<file path="config.mk">
export PLATFORM = sky130hd
export DESIGN_NAME = dec_counter_flat
export DESIGN_NICKNAME = d
export VERILOG_FILES = /design/src/rtl/dec_counter_if.sv /design/src/rtl/dec_counter.sv /design/src/flat_wrapper.sv
export SDC_FILE = /design/constraint.sdc
export NUM_CORES = 1
export LEC_CHECK = 0
export ABC_AREA = 1
export CAP_MARGIN = 5
export CORE_MARGIN = 3
export CORE_UTILIZATION = 50
export CTS_CLUSTER_SIZE = 24
export DETAILED_ROUTE_END_ITERATION = 8
export PLACE_DENSITY = 0.89
export SLEW_MARGIN = 10
export SYNTH_ARGS = -nofsm -noshare
export SYNTH_HDL_FRONTEND = slang
export SYNTH_SLANG_ARGS = --single-unit
</file>
<file path="constraint.sdc">
create_clock -name clk_i -period 3.8 [get_ports clk_i]
set_input_delay 0.38 -clock clk_i [delete_from_list [all_inputs] [get_ports clk_i]]
set_output_delay 0.38 -clock clk_i [all_outputs]
set_load 0.05 [all_outputs]
</file>
<file path="src/rtl/dec_counter_if.sv">
// Control/status bundle for dec_counter: load/decrement controls in, count and flags out.
// The master modport drives controls; the slave modport (the counter) drives status.
interface dec_counter_if #(
  parameter int DATAWIDTH = 64,
  parameter int STEPWIDTH = 8
);
  logic                 load;
  logic [DATAWIDTH-1:0] d_in;
  logic                 en;
  logic [STEPWIDTH-1:0] step;
  logic                 sat;
  logic                 clr_flags;
  logic [DATAWIDTH-1:0] q;
  logic                 zero;
  logic                 uf;
  logic                 uf_sticky;

  modport master (
    output load, d_in, en, step, sat, clr_flags,
    input  q, zero, uf, uf_sticky
  );

  modport slave (
    input  load, d_in, en, step, sat, clr_flags,
    output q, zero, uf, uf_sticky
  );
endinterface

</file>
<file path="src/rtl/dec_counter.sv">
// Loadable down-counter with programmable step, wrap or saturate-at-zero on borrow,
// registered zero flag, one-cycle underflow pulse and sticky underflow flag.
module dec_counter #(
  parameter int DATAWIDTH = 64,
  parameter int STEPWIDTH = 8
) (
  input  logic          clk_i,
  input  logic          rst_ni,
  dec_counter_if.slave  cnt_if
);

  if (DATAWIDTH < 2 || DATAWIDTH > 64) begin : g_bad_datawidth
    $error("dec_counter: DATAWIDTH=%0d outside legal range 2..64", DATAWIDTH);
  end

  if (STEPWIDTH < 1 || STEPWIDTH > DATAWIDTH) begin : g_bad_stepwidth
    $error("dec_counter: STEPWIDTH=%0d must be 1..DATAWIDTH (%0d)", STEPWIDTH, DATAWIDTH);
  end

  logic [DATAWIDTH-1:0] q_q, q_d;
  logic                 zero_q, zero_d;
  logic                 uf_q, uf_d;
  logic                 sticky_q, sticky_d;

  logic [DATAWIDTH:0]   step_ext;
  logic [DATAWIDTH:0]   diff;
  logic                 borrow;

  // One extra bit on the subtraction: its MSB is the borrow out of the count.
  assign step_ext = {{(DATAWIDTH + 1 - STEPWIDTH){1'b0}}, cnt_if.step};
  assign diff     = {1'b0, q_q} - step_ext;
  assign borrow   = diff[DATAWIDTH];

  always_comb begin
    q_d  = q_q;
    uf_d = 1'b0;
    if (cnt_if.load) begin
      q_d = cnt_if.d_in;
    end else if (cnt_if.en) begin
      uf_d = borrow;
      if (borrow && cnt_if.sat) begin
        q_d = '0;
      end else begin
        q_d = diff[DATAWIDTH-1:0];
      end
    end
  end

  // Zero flag tracks the value being registered so it lines up with q.
  always_comb begin
    zero_d = (q_d == '0);
  end

  // A fresh underflow outranks a clear requested in the same cycle.
  always_comb begin
    sticky_d = sticky_q;
    if (uf_d) begin
      sticky_d = 1'b1;
    end else if (cnt_if.clr_flags) begin
      sticky_d = 1'b0;
    end
  end

  always_ff @(posedge clk_i or negedge rst_ni) begin
    if (!rst_ni) begin
      q_q      <= '0;
      zero_q   <= 1'b1;
      uf_q     <= 1'b0;
      sticky_q <= 1'b0;
    end else begin
      q_q      <= q_d;
      zero_q   <= zero_d;
      uf_q     <= uf_d;
      sticky_q <= sticky_d;
    end
  end

  assign cnt_if.q         = q_q;
  assign cnt_if.zero      = zero_q;
  assign cnt_if.uf        = uf_q;
  assign cnt_if.uf_sticky = sticky_q;

endmodule
</file>
<file path="src/flat_wrapper.sv">
// flat-port wrapper written by rule: the top's interface ports become plain ports
module dec_counter_flat 
#(
  parameter int DATAWIDTH = 64,
  parameter int STEPWIDTH = 8
)
  (clk_i, rst_ni, cnt_if_load, cnt_if_d_in, cnt_if_en, cnt_if_step, cnt_if_sat, cnt_if_clr_flags, cnt_if_q, cnt_if_zero, cnt_if_uf, cnt_if_uf_sticky);
  dec_counter_if #(.DATAWIDTH(DATAWIDTH), .STEPWIDTH(STEPWIDTH)) cnt_if_i ();
  input  logic clk_i;
  input  logic rst_ni;
  input wire logic [$bits(cnt_if_i.load)-1:0] cnt_if_load;
  input wire logic [$bits(cnt_if_i.d_in)-1:0] cnt_if_d_in;
  input wire logic [$bits(cnt_if_i.en)-1:0] cnt_if_en;
  input wire logic [$bits(cnt_if_i.step)-1:0] cnt_if_step;
  input wire logic [$bits(cnt_if_i.sat)-1:0] cnt_if_sat;
  input wire logic [$bits(cnt_if_i.clr_flags)-1:0] cnt_if_clr_flags;
  output wire logic [$bits(cnt_if_i.q)-1:0] cnt_if_q;
  output wire logic [$bits(cnt_if_i.zero)-1:0] cnt_if_zero;
  output wire logic [$bits(cnt_if_i.uf)-1:0] cnt_if_uf;
  output wire logic [$bits(cnt_if_i.uf_sticky)-1:0] cnt_if_uf_sticky;
  assign cnt_if_i.load = cnt_if_load;
  assign cnt_if_i.d_in = cnt_if_d_in;
  assign cnt_if_i.en = cnt_if_en;
  assign cnt_if_i.step = cnt_if_step;
  assign cnt_if_i.sat = cnt_if_sat;
  assign cnt_if_i.clr_flags = cnt_if_clr_flags;
  assign cnt_if_q = cnt_if_i.q;
  assign cnt_if_zero = cnt_if_i.zero;
  assign cnt_if_uf = cnt_if_i.uf;
  assign cnt_if_uf_sticky = cnt_if_i.uf_sticky;
  dec_counter #(.DATAWIDTH(DATAWIDTH), .STEPWIDTH(STEPWIDTH)) u_core (.clk_i(clk_i), .rst_ni(rst_ni), .cnt_if(cnt_if_i));
endmodule
</file>
* Yosys cells after proc, flatten, opt, wreduce, memory -nomap -nowiden *
Index checks and enable logic that the tools add are counted.

storage, ports and cells
  input port bits = 78
  register bits = 67
  output and inout port bits = 67

operators by class
  add/subtract/negate cells = 1
  reductions and logical operators = 3
  muxes and demuxes = 7

operators with widths
  kind                                           count
  64-bit two-way mux                             3
  64-bit by 8-bit subtractor with 65-bit output  1
  64-bit zero test                               1
  1-bit two-way mux                              4
  2-bit nonzero test                             1
  1-bit logical AND                              1

* Depth between registers and ports, before layout *
Gate-level depths: netlist (run 1).

  depth after elaboration = 6
  gate-level depth with buffers = 21

* Least setup slack after synthesis (run 1) *
OpenSTA, ideal clock, no wires.

  path kind = register to register
  start point = reg u_core.q_q[0] (netlist: u_core.cnt_if.q[0])
  end point = reg u_core.zero_q (netlist: u_core.cnt_if.zero)
  clock period less this slack = 2.755 ns
  stages on the path, launching flop included = 18
  data required time = 3.726 ns
  arrival time = 2.680 ns
  library setup time = 0.074 ns
  buffers on the path = 1
  path slack = 1.045 ns
  cells stage by stage = dfrtp_1 > inv_1 > ha_1 > fa_1 > nand3b_1 > nand2_1 > nand2_1 > nand4_1 > nor2_4 > a21oi_4 > buf_4 > nand3_1 > nand3_1 > nor2_1 > nand2_1 > nor2_1 > nand2_1 > nor2_1

on the way
  word-level cells in the longest chain between the ends = 6

RTL lines
  item                                           line               text
  start, declared                                dec_counter.sv:20  logic [DATAWIDTH-1:0] q_q, q_d;
  start signal, assigned                         dec_counter.sv:71  q_q <= q_d;
  64-bit by 8-bit subtractor with 65-bit output  dec_counter.sv:31  assign diff = {1'b0, q_q} - step_ext;
  1-bit logical AND                              dec_counter.sv:41  if (borrow && cnt_if.sat) begin
  64-bit two-way mux                             dec_counter.sv:41
  64-bit two-way mux (*)                         dec_counter.sv:39  end else if (cnt_if.en) begin
  64-bit two-way mux (*)                         dec_counter.sv:37  if (cnt_if.load) begin
  64-bit zero test (*)                           dec_counter.sv:51  zero_d = (q_d == '0);
  via u_core.zero_d                              dec_counter.sv:21  logic zero_q, zero_d;
  end signal, assigned                           dec_counter.sv:72  zero_q <= zero_d;
  end, declared                                  dec_counter.sv:21

The timed path passes the listed nets; every way through them passes the cells marked *.
A chain may end at the register's enable or synchronous reset.

* Final worst setup path (run 1) *
  start point = in cnt_if_step[3]
  end point = reg u_core.zero_q (netlist: u_core.cnt_if.zero)

on the way
  word-level cells in the longest chain between the ends = 6

RTL lines
  item                                               line                text
  start, declared                                    flat_wrapper.sv:14  input wire logic [$bits(cnt_if_i.step)-1:0] cnt_if_step;
  64-bit by 8-bit subtractor with 65-bit output (*)  dec_counter.sv:31
  1-bit logical AND                                  dec_counter.sv:41
  64-bit two-way mux (*)                             dec_counter.sv:41
  64-bit two-way mux (*)                             dec_counter.sv:39
  64-bit two-way mux (*)                             dec_counter.sv:37
  via u_core.q_d[32]                                 dec_counter.sv:20
  64-bit zero test (*)                               dec_counter.sv:51
  via u_core.zero_d                                  dec_counter.sv:21

Marks and branches as above.

==> qor.yml, run 1 <==
multiInputGateArea_um2: 3530
yosys.area.top_type: "dfrtp_1"
drc: 0
diodes: 0
synth_fp_nets: 1101
antenna_found_initial: 0
synth_enable_flop_cells: 0
mappedNetlistArea_um2: 5900
cellPowerDensity_nw_per_um2: 354
start_util_pct: 51.4
h-tree-depth: 3
cpMaxStageDelayCell: "clkdlybuf4s50_1"
syn_area_per_cell_um2: 5.82
cts_buffers: 9
routed_wl_mm: 21.5
critPathKind: "input pin to register"
cp_max_fo: 6
ys_seq_area_share_pct: 28.5
vias: 6960
synth.top_cell.area_share_pct: 28.0
ir_drop_uv: 409
hpwl_mm: 17.0
fin_crit_sh_pct: 81.5
arrival_ns: 3.38
track_usage_pct: 33.6
clk_latency_ns: 0.35
grt_overflow: 0
muxShareOfSynthArea_pct: 0
grt_pass1_wl_mm: 34.3
cp.required_ns: 4.08
synth_ff_type: "dfrtp_1"
first_pass_iters: 7
status: "complete, no violations"
layout.nets: 1253
synthTopCellsByArea: "dfrtp_1 (28%), nand2_1 (22%), nor2_1 (11%), inv_1 (9.0%), nand3_1 (7.4%)"
final_layout_size_suffix_gt1_share_pct: 7.26
worst_setup_path_end_kind: "register"
yosys.area_share.xor_xnor_pct: 1.78
ys_types: 39
clockBufferDepth: 2
path_cells: "clkdlybuf4s50_1 -> inv_1 -> ha_1 -> nand2_1 -> nand2_1 -> inv_1 -> nand2_1 -> nand2_1 -> nand2_1 -> nor2_2 -> nand2_1 -> nand2_1 -> nand2_1 -> nand3_1 -> nand2_1 -> nand3b_1 -> nor2_1 -> nand2_1 -> nor2_1 -> nand2_1 -> nor2_1"
synthAdderAreaFrac_pct: 2.04
io-pin-count: 145
rsz0062_at_grt: "no"
setup_violations: 0
slew_violations: 0
area_delta_synth_final_pct: 32.4
drtIter0Drc: 765
relSlewSlack_pct: 49.5
critPathMaxStageDelay_ns: 0.45
drv_cap: 0
cts_setup_buffers: 0
ant_nets: 0
port_buffers: 144
grt_max_degree: 69
yosys.area_share.simple_pct: 50.0
tns_ns: 0
max_freq_ghz: 0.323
path_clk_slew_ns: 0.06
cts_root_buf: "clkbuf_16"
cts_hold_buf: 0
die_area_um2: 13100
tightest_slew_ns: 0.758
clock_sinks: 67
drt-wirelength-per-cell_um: 16.3
synth_compound_area_share_pct: 6.13
fill_cells: 1070
start_kind: "input pin"
placement_rows: 39
cts_tree: "done"
synth_top_family_by_area: "simple AND/OR/NAND/NOR gates"
finalHoldViolCount: 0
coreArea_um2: 11500
whs_ns: 0.0944
netlist_instances: 1014
first_global_vias: 6712
p_leak_nw: 3.87
finClkSkew_ns: 0.00425
yosys_warnings: 0
min_path_type: "input pin to asynchronous set/reset pin"
die_h_um: 115
critPathMostFrequentCell: "nand2_1"
gp_congestion: 1.01
die_x_um: 115
avgViaCountPerCell: 5.30
regArea_um2: 1680
ctsResizeCount: 0
min_period_ns: 3.10
postSynth.asyncResetShare_pct: 100
ys_ff_latch: 67
-- worst paths after layout --
check	start	endpoint	slack, ns	cells past startpoint
max	cnt_if_step[3]	u_core.cnt_if.zero$_DFF_PN1_	0.70	21
min	rst_ni	u_core.cnt_if.q[56]$_DFF_PN0_	0.09	1
max reg2reg	u_core.cnt_if.q[0]$_DFF_PN0_	u_core.cnt_if.zero$_DFF_PN1_	0.77	19
min reg2reg	u_core.cnt_if.uf_sticky$_DFFE_PN0P_	u_core.cnt_if.uf_sticky$_DFFE_PN0P_	0.54	2
max in group asynchronous	rst_ni	u_core.cnt_if.zero$_DFF_PN1_	2.73	2
min in group clk_i	u_core.cnt_if.uf_sticky$_DFFE_PN0P_	u_core.cnt_if.uf_sticky$_DFFE_PN0P_	0.54	2
-- cell usage in the layout, fill, tap and decap left out, types with 2 or more instances in the layout --
| cell type | synthesis | layout |
|---|---|---|
| inv_2 | 12 | 12 |
| ha_1 | 8 | 8 |
| nand2_1 | 348 | 348 |
| and2_1 | 2 | 2 |
| inv_1 | 141 | 141 |
| o21ai_0 | 16 | 16 |
| buf_4 | 1 | 15 |
| nand2_2 | 5 | 5 |
| buf_2 | 2 | 2 |
| or2_2 | 4 | 4 |
| clkinvlp_4 | 0 | 3 |
| nor2_1 | 179 | 179 |
| nor2_4 | 4 | 4 |
| clkbuf_8 | 0 | 2 |
| clkinv_1 | 2 | 2 |
| nand4_1 | 24 | 24 |
| a21oi_2 | 3 | 3 |
| clkbuf_16 | 0 | 9 |
| nand3_1 | 87 | 87 |
| a21oi_1 | 15 | 15 |
| xnor2_1 | 6 | 6 |
| o21ai_1 | 7 | 7 |
| clkdlybuf4s50_1 | 0 | 142 |
| o21a_1 | 4 | 4 |
| nor3_1 | 10 | 10 |
| nor2_2 | 17 | 17 |
| dfrtp_1 | 66 | 66 |
| nand3_2 | 3 | 3 |
| xor2_1 | 6 | 6 |
| o21bai_1 | 9 | 9 |
| nand3b_1 | 8 | 8 |
-- layout make-up --
class | instances | area share, %
clock buffers | 11 | 3.24
clock inverters | 5 | 0.465
inverters | 155 | 7.45
multi-input cells | 774 | 45.3
flip-flops and latches | 67 | 21.5
well taps | 143 | 2.29
repair buffers | 159 | 19.8
-- metrics by stage --
step / instance area, um^2 / std cells / utilization (%) / total power, mW / setup WS, ns
CTS: 7800 / 1314 / 68.1 / 2.76 / 0.780
detailed placement: 7520 / 1298 / 65.5 / 1.94 / 0.454
global placement: 7520 / 1298 / 65.5 / 1.92 / 0.542
floorplan: 5900 / 1014 / - / 1.55 / 1.05
finish: 7800 / 1314 / 68.1 / 2.76 / 0.703
global route: 7800 / 1314 / 68.1 / 2.89 / 0.464
-- report_power, final --
part / switching (mW) / internal [mW]
logic: 0.694 / 0.368
registers: 0.0975 / 0.781
clock network: 0.344 / 0.478
total: 1.14 / 1.63
-- registers in the layout, indices dropped and copies added, names as in the netlist --
register,count
u_core.cnt_if.uf,1
u_core.cnt_if.uf_sticky,1
u_core.cnt_if.zero,1
u_core.cnt_if.q,64
-- cell usage after synthesis (all sizes together) (2+ instances only) --
master,instances
nor2,200
dfrtp,66
a21boi,2
nand2,353
nand3,90
ha,8
xor2,6
inv,153
o21ai,24
o21bai,9
and2,2
buf,7
clkbuf,11
o21a,4
nor3,11
nand3b,8
nand4,24
or2,5
a21oi,19
xnor2,6
clkinv,2
-- cells by family (layout without fill, tap and decap cells) --
| group | after synthesis | after routing |
|---|---|---|
| compound gates | 59 | 59 |
| xor+xnor | 12 | 12 |
| fa+ha+maj | 9 | 9 |
| buf+inv | 173 | 330 |
| flops | 67 | 67 |
| simple gates | 694 | 694 |
-- critical path: cells and delay by family --
kind / cells / cell delay (ns)
simple gates: 17 / 2.10
buf+inv: 3 / 0.54
fa+ha+maj: 1 / 0.36
-- metal layers --
layer	track usage, %	routed length, um
met4	14.6	772
met2	53.8	9920
met5	0	0
met1	44.3	9110
met3	6.18	1670
Power figures use the tool's default switching activity.
==> run 2, diff against run 1 <==
clock period = 3.13 ns   (was 3.8 ns; I/O delays follow)
==> qor.yml, run 2 (synthesis results as in run 1) <==
status: "complete, no violations"
vias: 7203  # +3.5%
p_leak_nw: 4.04  # +4.3%
clock_sinks: 67  # unchanged
drc: 0  # unchanged
avgViaCountPerCell: 5.36  # +1.1%
multiInputGateArea_um2: 3550  # +0.35%
grt_max_degree: 69  # unchanged
tns_ns: 0  # unchanged
worst_setup_path_end_kind: "register"
dp_slack_ns: -0.139  # -0.593 ns
regArea_um2: 1680  # unchanged
fin_util_pct: 70.4  # +2.3 points
first_global_vias: 6905  # +2.9%
antenna_found_initial: 0  # unchanged
area_delta_synth_final_pct: 36.9
cts_setup_buffers: 0  # unchanged
cts_root_buf: "clkbuf_16"
cp_max_fo: 4  # -2
slew_violations: 0  # unchanged
drtIter0Drc: 729  # -4.7%
tightest_slew_ns: 0.709  # -0.0491 ns
finalHoldViolCount: 0  # unchanged
fin_ws_ns: 0.217  # -0.486 ns
layout_commonest_cell: "nand2_1"
clockBufferDepth: 2  # unchanged
drt-wirelength-per-cell_um: 16.3  # -0.40%
layout_common_cells: "nand2_1 (346), nor2_1 (178), clkdlybuf4s50_1 (142)"
coreArea_um2: 11500  # unchanged
die_x_um: 115  # unchanged
largest_reg_flops: 64  # unchanged
fin_crit_sh_pct: 93.1
drv_cap: 0  # unchanged
start_kind: "register"
cp.required_ns: 3.40  # -0.68 ns
track_usage_pct: 33.5  # -0.11 points
clk_latency_ns: 0.34  # about the same
cts_buffers: 9  # unchanged
gp_congestion: 1.06  # +4.4%
min_path_type: "input pin to asynchronous set/reset pin"
port_buffers: 144  # unchanged
hpwl_mm: 17.5  # +3.1%
die_area_um2: 13100  # unchanged
fill_cells: 1029  # -3.8%
critPathKind: "register to register"
placement_rows: 39  # unchanged
cellPowerDensity_nw_per_um2: 428  # +21%
first_pass_iters: 7  # unchanged
relSlewSlack_pct: 52.7  # +3.3 points
layout.nets: 1284  # +2.5%
finClkSkew_ns: 0.00714  # +0.00289 ns
routed_wl_mm: 21.9  # +2.0%
rsz0062_at_grt: "no"
arrival_ns: 3.19  # -0.19 ns
h-tree-depth: 3  # unchanged
setup_violations: 0  # unchanged
final_layout_size_suffix_gt1_share_pct: 9.82  # +2.6 points
ir_drop_uv: 248  # -39%
grt_overflow: 0  # unchanged
path_clk_slew_ns: 0.06  # about the same
die_h_um: 115  # unchanged
grt_pass1_wl_mm: 34.5  # +0.48%
ant_nets: 0  # unchanged
diodes: 0  # unchanged
max_freq_ghz: 0.343
start_util_pct: 51.4  # unchanged
io-pin-count: 145  # unchanged
cts_tree: "done"
min_period_ns: 2.91
[run 2: cell count changes in the layout (fill, tap and decap cells not counted), sizes merged]
cell      previous run  this run
inv                154       153
bufinv               0         1
clkbuf              11        10
clkinvlp             3         1
clkinv               3         6
buf                 17        48
[run 2: final cells by class]
cell class                 instances  share of cell area [%]
clock inverter                     6                   0.713
tap                              143                    2.22
inverter                         155                    7.21
multi-input combinational        774                    43.9
timing repair buffer             190                    22.3
clock buffer                      10                    2.84
sequential                        67                    20.8
[run 2: what timing repair did]
item / CTS / global route
endpoints found under the hold margin: 0 / 0
setup endpoints to repair: 0 / 1
gates resized for setup: 0 / 4
hold buffers: 0 / 0
[run 2: power by group]
group          switching, mW  leakage (nW)  internal, mW  total (mW)
Sequential             0.121         0.811         0.948        1.07
Clock                  0.421         0.142         0.612        1.03
Combinational          0.857          3.09         0.494        1.35
Total                   1.40          4.04          2.05        3.45
[run 2: worst paths after layout]
check	from	endpoint	slack, ns	depth (start not counted)
max reg2reg	u_core.cnt_if.q[0]$_DFF_PN0_	u_core.cnt_if.zero$_DFF_PN1_	0.22	17
min in group clk_i	cnt_if_load	u_core.cnt_if.q[32]$_DFF_PN0_	0.52	4
min	rst_ni	u_core.cnt_if.q[52]$_DFF_PN0_	0.006	2
max	u_core.cnt_if.q[0]$_DFF_PN0_	u_core.cnt_if.zero$_DFF_PN1_	0.22	17
min reg2reg	u_core.cnt_if.uf_sticky$_DFFE_PN0P_	u_core.cnt_if.uf_sticky$_DFFE_PN0P_	0.52	2
max in group asynchronous	rst_ni	u_core.cnt_if.zero$_DFF_PN1_	2.72	2
[run 2: through the flow]
step	power (mW)	hold WS [ns]	std cells	cell area (um^2)
floorplan	1.88	0.0174	1014	5900
global placement	2.39	0.364	1329	7770
detailed placement	2.41	0.374	1329	7770
CTS	3.43	0.0251	1345	8060
global route	3.61	0.0476	1345	8070
finish	3.45	0.00584	1345	8070
[run 2: worst max-delay path, stage by stage (launching register included)]
cell and delay, ns:
dfrtp_1 0.36, inv_1 0.05, ha_1 0.22, fa_1 0.42
nand3b_1 0.19, nand2_1 0.12, nand2_1 0.14, nand2_2 0.14
nor2_2 0.06, buf_4 0.15, or2_1 0.21, nand3_1 0.10
nand4_1 0.09, nor2_1 0.11, nand2_1 0.05, nor2_1 0.14
nand3_1 0.16, nor2_1 0.13
[run 2: routing by layer]
| layer | track usage, % | part of all wire [%] |
|---|---|---|
| met2 | 55.2 | 46 |
| met4 | 13.1 | 4.0 |
| met5 | 0 | 0 |
| met1 | 43.9 | 41 |
| met3 | 5.39 | 9.1 |
